$ cat src/rtl/trace_tx_if.sv
// Frame-word handshake between a frame source and the trace transmitter.
// The source offers PacketWd/WdAvail; the transmitter consumes with WdTaken.
interface trace_tx_if;
    logic [15:0] PacketWd;
    logic        WdAvail;
    logic        WdTaken;

    modport master (output PacketWd, output WdAvail, input WdTaken);
    modport slave  (input PacketWd, input WdAvail, output WdTaken);
endinterface

$ cat src/rtl/trace_tx.sv
// Trace port transmitter: serialises 16-byte frames onto a 1/2/4-bit trace port,
// inserting TPIU full/halfword syncs and forwarding a toggling trace clock.
module trace_tx #(
    parameter int unsigned SYNC_INTERVAL = 64,
    parameter int unsigned CNT_W         = 8
) (
    input  logic       clk,
    input  logic       rst,
    input  logic [1:0] width,
    input  logic       syncReq,
    trace_tx_if.slave  wd,
    output logic [3:0] traceDout,
    output logic       traceClkOut,
    output logic       inFrame,
    output logic       underrun
);
    localparam int unsigned SLOT_W = 5;
    localparam int unsigned HW_W   = 3;
    localparam logic [CNT_W-1:0] CNT_MAX =
        (SYNC_INTERVAL == 0) ? {CNT_W{1'b1}} : CNT_W'(SYNC_INTERVAL);
    localparam logic [31:0] FSYNC_PAT = 32'h7FFF_FFFF;
    localparam logic [31:0] HSYNC_PAT = 32'h0000_7FFF;

    typedef enum logic [2:0] {S_IDLE, S_FSYNC, S_HSYNC, S_FRAME, S_INS} state_t;

    state_t            st_q, st_d;
    logic [31:0]       sh_q, sh_d, pat;
    logic [SLOT_W-1:0] slot_q, slot_d;
    logic [5:0]        nslots;
    logic [HW_W-1:0]   hw_q, hw_d;
    logic [CNT_W-1:0]  cnt_q, cnt_d;
    logic              latch_q, latch_d;
    logic              offer_q, offer_d;
    logic [1:0]        wsel_q, wsel_d;
    logic [3:0]        dout_d;
    logic              last, mid, mid_d, sync_due;

    // wsel encodes bits per slot as 1 << wsel
    function automatic logic [1:0] wsel_of(input logic [1:0] w);
        return (w == 2'd0) ? 2'd0 : ((w == 2'd1) ? 2'd1 : 2'd2);
    endfunction

    function automatic logic [3:0] slot_bits(input logic [31:0] d, input logic [1:0] ws);
        case (ws)
            2'd0:    return {3'b000, d[0]};
            2'd1:    return {2'b00, d[1:0]};
            default: return d[3:0];
        endcase
    endfunction

    function automatic logic [CNT_W-1:0] cnt_inc(input logic [CNT_W-1:0] c);
        return (c == CNT_MAX) ? c : c + CNT_W'(1);
    endfunction

    function automatic logic sync_hit(input logic [CNT_W-1:0] c);
        return (SYNC_INTERVAL != 0) && (c == CNT_W'(SYNC_INTERVAL));
    endfunction

    // Pattern sequencing: the successor is chosen in the last slot so patterns abut
    always_comb begin
        st_d     = st_q;
        sh_d     = sh_q;
        slot_d   = slot_q;
        hw_d     = hw_q;
        cnt_d    = cnt_q;
        wsel_d   = wsel_q;
        latch_d  = latch_q | syncReq;
        pat      = '0;
        nslots   = '0;
        dout_d   = '0;
        sync_due = 1'b0;
        last     = (st_q == S_IDLE) || (slot_q == '0);
        mid      = ((st_q == S_FRAME) && (hw_q != 3'd7)) || (st_q == S_INS);

        if (last) begin
            if (st_q == S_FSYNC) begin
                cnt_d   = '0;
                latch_d = 1'b0;
            end
            if ((st_q == S_FRAME) && !mid) cnt_d = cnt_inc(cnt_q);

            if (st_q == S_IDLE)                st_d = S_FSYNC;
            else if (offer_q && wd.WdAvail)    st_d = S_FRAME;
            else if (mid)                      st_d = S_INS;
            else if (offer_q)                  st_d = S_HSYNC;
            else                               st_d = S_FSYNC;

            if (st_d == S_FRAME) hw_d = mid ? hw_q + HW_W'(1) : '0;
            if (st_d == S_FSYNC) wsel_d = wsel_of(width);

            case (st_d)
                S_FSYNC: pat = FSYNC_PAT;
                S_FRAME: pat = {16'h0000, wd.PacketWd};
                default: pat = HSYNC_PAT;
            endcase
            nslots = ((st_d == S_FSYNC) ? 6'd32 : 6'd16) >> wsel_d;
            slot_d = SLOT_W'(nslots - 6'd1);
            dout_d = slot_bits(pat, wsel_d);
            sh_d   = pat >> (3'd1 << wsel_d);
        end else begin
            slot_d = slot_q - SLOT_W'(1);
            dout_d = slot_bits(sh_q, wsel_q);
            sh_d   = sh_q >> (3'd1 << wsel_q);
        end

        // Registered permission to take a word in the coming last slot
        mid_d = ((st_d == S_FRAME) && (hw_d != 3'd7)) || (st_d == S_INS);
        if ((st_d == S_FSYNC) || mid_d) sync_due = 1'b0;
        else if (st_d == S_FRAME)       sync_due = latch_d || sync_hit(cnt_inc(cnt_d));
        else                            sync_due = latch_d || sync_hit(cnt_d);
        offer_d = (slot_d == '0) && !sync_due && (st_d != S_IDLE);
    end

    always_ff @(posedge clk or negedge rst) begin
        if (!rst) begin
            st_q        <= S_IDLE;
            sh_q        <= '0;
            slot_q      <= '0;
            hw_q        <= '0;
            cnt_q       <= '0;
            latch_q     <= 1'b0;
            wsel_q      <= 2'd2;
            offer_q     <= 1'b0;
            traceDout   <= '0;
            traceClkOut <= 1'b0;
            inFrame     <= 1'b0;
            underrun    <= 1'b0;
        end else begin
            st_q        <= st_d;
            sh_q        <= sh_d;
            slot_q      <= slot_d;
            hw_q        <= hw_d;
            cnt_q       <= cnt_d;
            latch_q     <= latch_d;
            wsel_q      <= wsel_d;
            offer_q     <= offer_d;
            traceDout   <= dout_d;
            traceClkOut <= ~traceClkOut;
            inFrame     <= (st_d == S_FRAME);
            underrun    <= last && (st_d == S_INS);
        end
    end

    assign wd.WdTaken = offer_q & wd.WdAvail;
endmodule

$ cat src/flat_wrapper.sv
// flat-port wrapper written by rule: the top's interface ports become plain ports
module trace_tx_flat 
#(
    parameter int unsigned SYNC_INTERVAL = 64,
    parameter int unsigned CNT_W         = 8
)
  (clk, rst, width, syncReq, traceDout, traceClkOut, inFrame, underrun, wd_PacketWd, wd_WdAvail, wd_WdTaken);
  trace_tx_if wd_i ();
  input  logic clk;
  input  logic rst;
  input  logic [1:0] width;
  input  logic syncReq;
  output logic [3:0] traceDout;
  output logic traceClkOut;
  output logic inFrame;
  output logic underrun;
  input wire logic [$bits(wd_i.PacketWd)-1:0] wd_PacketWd;
  input wire logic [$bits(wd_i.WdAvail)-1:0] wd_WdAvail;
  output wire logic [$bits(wd_i.WdTaken)-1:0] wd_WdTaken;
  assign wd_i.PacketWd = wd_PacketWd;
  assign wd_i.WdAvail = wd_WdAvail;
  assign wd_WdTaken = wd_i.WdTaken;
  trace_tx #(.SYNC_INTERVAL(SYNC_INTERVAL), .CNT_W(CNT_W)) u_core (.clk(clk), .rst(rst), .width(width), .syncReq(syncReq), .wd(wd_i), .traceDout(traceDout), .traceClkOut(traceClkOut), .inFrame(inFrame), .underrun(underrun));
endmodule
$ cat config.mk
export PLATFORM = sky130hd
export DESIGN_NAME = trace_tx_flat
export DESIGN_NICKNAME = d
export VERILOG_FILES = /design/src/rtl/trace_tx_if.sv /design/src/rtl/trace_tx.sv /design/src/flat_wrapper.sv
export SDC_FILE = /design/constraint.sdc
export NUM_CORES = 1
export LEC_CHECK = 0
export CAP_MARGIN = 20
export CORE_MARGIN = 4
export CORE_UTILIZATION = 45
export DETAILED_ROUTE_END_ITERATION = 10
export GPL_TIMING_DRIVEN = 0
export PLACE_DENSITY = 0.68
export SETUP_SLACK_MARGIN = 0.05
export SYNTH_ARGS = -nofsm -noshare
export SYNTH_HDL_FRONTEND = slang
export SYNTH_SLANG_ARGS = --single-unit
$ cat constraint.sdc
create_clock -name clk -period 3 [get_ports clk]
set_input_delay 0.45 -clock clk [delete_from_list [all_inputs] [get_ports clk]]
set_output_delay 0.45 -clock clk [all_outputs]
set_load 0.05 [all_outputs]
==> results.yml <==
global_routing:
  grt_busiest_layer: "met2"
  overflow: 0
  grt_pass1_vias: 3576
  grt_util_all_layers_pct: 20.5
  use_met3_pct: 5.12
  grtUsageMet2_pct: 31.6
  grt_pass1_wl_um: 18000
  grt_max_degree: 63
  antenna_found_initial: 0
  grtUsageMet1_pct: 27.9
clock_tree:
  cts_max_path_buffers: 2
  clock_latency_ns: 0.36
  cts_sinks: 62
  cts_buffers: 9
  clkTransAtPathRegs_ns: 0.08
  cts_tree: "built"
  cts-root-buf: "clkbuf_8"
  h-tree-depth: 3
yosys:
  ys_warn_count: 0
  syn_nets: 402
  netlist-cell-type-count: 74
  async_flop_share_pct: 100
  avgSynthCellArea_um2: 11.3
  synth_cells: 373
  synth_edf_count: 0
  syn-cell-area_um2: 4200
  ys_seq_area_share_pct: 37.0
  ys.flop_type: "dfrtp_1"
  synth-seq-cells: 62
routing:
  wirelength_um: 10600
  ant_nets: 0
  first_pass_iters: 4
  wl_per_cell_um: 20.1
  drc_errors: 0
  dr_total_vias: 3376
  drt-initial-drc-count: 137
  vias_per_cell: 6.37
power_and_ir_drop:
  switching_share_pct: 43.4
  p_leak_uw: 0.00200
  seqPwrFrac_pct: 28.5
  p_switching_uw: 2170
  clkPwrFrac_pct: 15.3
  power_density_nw_per_um2: 1020
  internal_power_uw: 2820
  peakVddDrop_mv: 0.418
  pwr-share-comb_pct: 56.3
critical_path:
  cp_top_family: "simple AND/OR/NAND/NOR gates"
  crit_fanout: 10
  rrSetupSlack_ns: 0.12
  cp_num_buf_inv: 2
  critPathCaptureType: "flip-flop"
  slowest_stage: "or4_1"
  slowest_delay_ns: 0.52
  start_kind: "flip-flop"
  r2r_cells: 9
  arrival_ns: 3.17
  path_depth: 9
  cp_common_cell: "buf_2"
  path_cells: "or4_1, buf_2, o21ai_2, buf_2, a32oi_1, ha_1, xnor2_1, nor4_1, o211a_1"
  startpoint: "u_core.slot_q[1]"
  crit_type: "flip-flop to flip-flop"
  rr_startpoint: "u_core.slot_q[1]"
  crit_required_ns: 3.30
run:
  cap_viol_max_count: 0
final_layout:
  nNetsFinal: 446
  final_util_pct: 55.0
  multiInputGateArea_um2: 2490
  ff_latch_area_um2: 1550
  num_antenna_cells: 0
  areaGrowthSynthToFinish_pct: 16.5
  mostFrequentLayoutCells: "dfrtp_1 (61), nor2_1 (39), mux4_2 (39)"
  final_area_um2: 4890
  mostFrequentLayoutCell: "dfrtp_1"
  final_cells: 530
  fillers: 774
  drive_gt1_share_pct: 23.7
timing:
  timing_hold_violations_final: 0
  fin_ws_ns: 0.122
  max_freq_mhz: 348
  fin_crit_sh_pct: 95.9
  skew_ns: 0.0120
  tns_ns: 0
  grt_setup_unrepaired: "yes"
  worstMarginPinSlew_ns: 0.918
  finalMaxSlewViolations: 0
  period_minus_slack_ns: 2.88
  finalSetupViolCount: 0
  slew-limit-headroom_pct: 37.8
placement:
  place_area_um2: 4620
  place_hpwl_um: 7400
  place_congestion: 0.880
  port_buffers: 29
  place_ws_ns: -0.0252
  place_inst: 510
die:
  placement_rows: 34
  die_h_um: 105
  start_util_pct: 47.2
  die_w_um: 105
  die_area_um2: 10900
  core_um2: 8890
  io_pins: 30
status:
  status: "complete, no violations"
hold_path:
  hold_path_class: "input pin to asynchronous set/reset pin"
[logic make-up (layout without fill, tap and decap cells)]
family,count (synthesis),after routing,share of synthesized area (%)
xor+xnor,3,3,0.626
fa+ha+maj,7,7,2.09
compound gates,99,99,17.8
simple gates,114,114,15.6
flops,62,62,37.0
mux,44,44,22.2
buf+inv,44,93,4.68
[cell usage after synthesis (all sizes together), types with 4 or more instances]
cell type	n	area share [%]
a21o	12	2.1
a21oi	14	1.7
a31oi	4	0.60
and2	4	0.60
buf	17	2.3
clkbuf	13	1.2
dfrtp	61	36
ha	7	2.1
inv	14	1.3
mux4	39	21
nand2	14	1.3
nand3	10	1.2
nor2	40	3.6
nor3	17	2.4
nor3b	4	0.98
nor4	5	1.3
o21ai	24	3.0
o221ai	4	0.83
o2bb2ai	5	1.0
o31ai	7	1.4
[per-layer routing]
| layer | wire, um | vias to the layer above |
|---|---|---|
| met5 | 0 | - |
| li1 | - | 1542 |
| met3 | 538 | 21 |
| met1 | 4800 | 1703 |
| met2 | 5060 | 110 |
| met4 | 240 | 0 |
[state kept, by name, indices dropped and copies added (netlist names), 2 cells and up]
| name | count |
|---|---|
| u_core.hw_q | 3 |
| u_core.sh_q | 32 |
| u_core.wsel_q | 2 |
| u_core.traceDout | 4 |
| u_core.st_q | 3 |
| u_core.cnt_q | 8 |
| u_core.slot_q | 5 |
[through the flow]
step,total power (uW),hold WS [ns]
final,4990,0.164
after global routing,5360,0.237
after CTS,4970,0.190
after detailed placement,4180,0.409
after global placement,4120,0.407
after floorplan,3540,0.154
[power groups by stage]
stage | Clock, uW | Sequential (uW) | Combinational, uW
floorplan | 0 | 1450 | 2090
global placement | 0 | 1410 | 2710
detailed placement | 0 | 1430 | 2750
CTS | 781 | 1410 | 2780
global route | 821 | 1460 | 3080
finish | 761 | 1420 | 2810
[path summary, 6_finish.rpt]
| kind | endpoint |
|---|---|
| worst min-delay path | u_core.sh_q[22] |
| worst max-delay path | u_core.offer_q |
| worst min register to register | u_core.traceClkOut |
| worst max register to register | u_core.offer_q |
| max in group asynchronous | u_core.offer_q |
| min in group clk | u_core.traceClkOut |
[cell type report]
type                       count  area share [%]
multi-input combinational    267            50.9
sequential                    62            31.8
timing repair buffer          33            6.50
buffer                        30            2.97
tap                          108            2.76
clock buffer                   9            2.53
clock inverter                 7            1.54
inverter                      14            1.07
[timing repair]
item / in CTS / in global routing
buffers inserted: 0 / 4
endpoints found under the setup margin: 1 / 8
hold buffers: 0 / 0
gates resized for setup: 1 / 7
pin swaps: 0 / 2
Power figures use the tool's default switching activity.
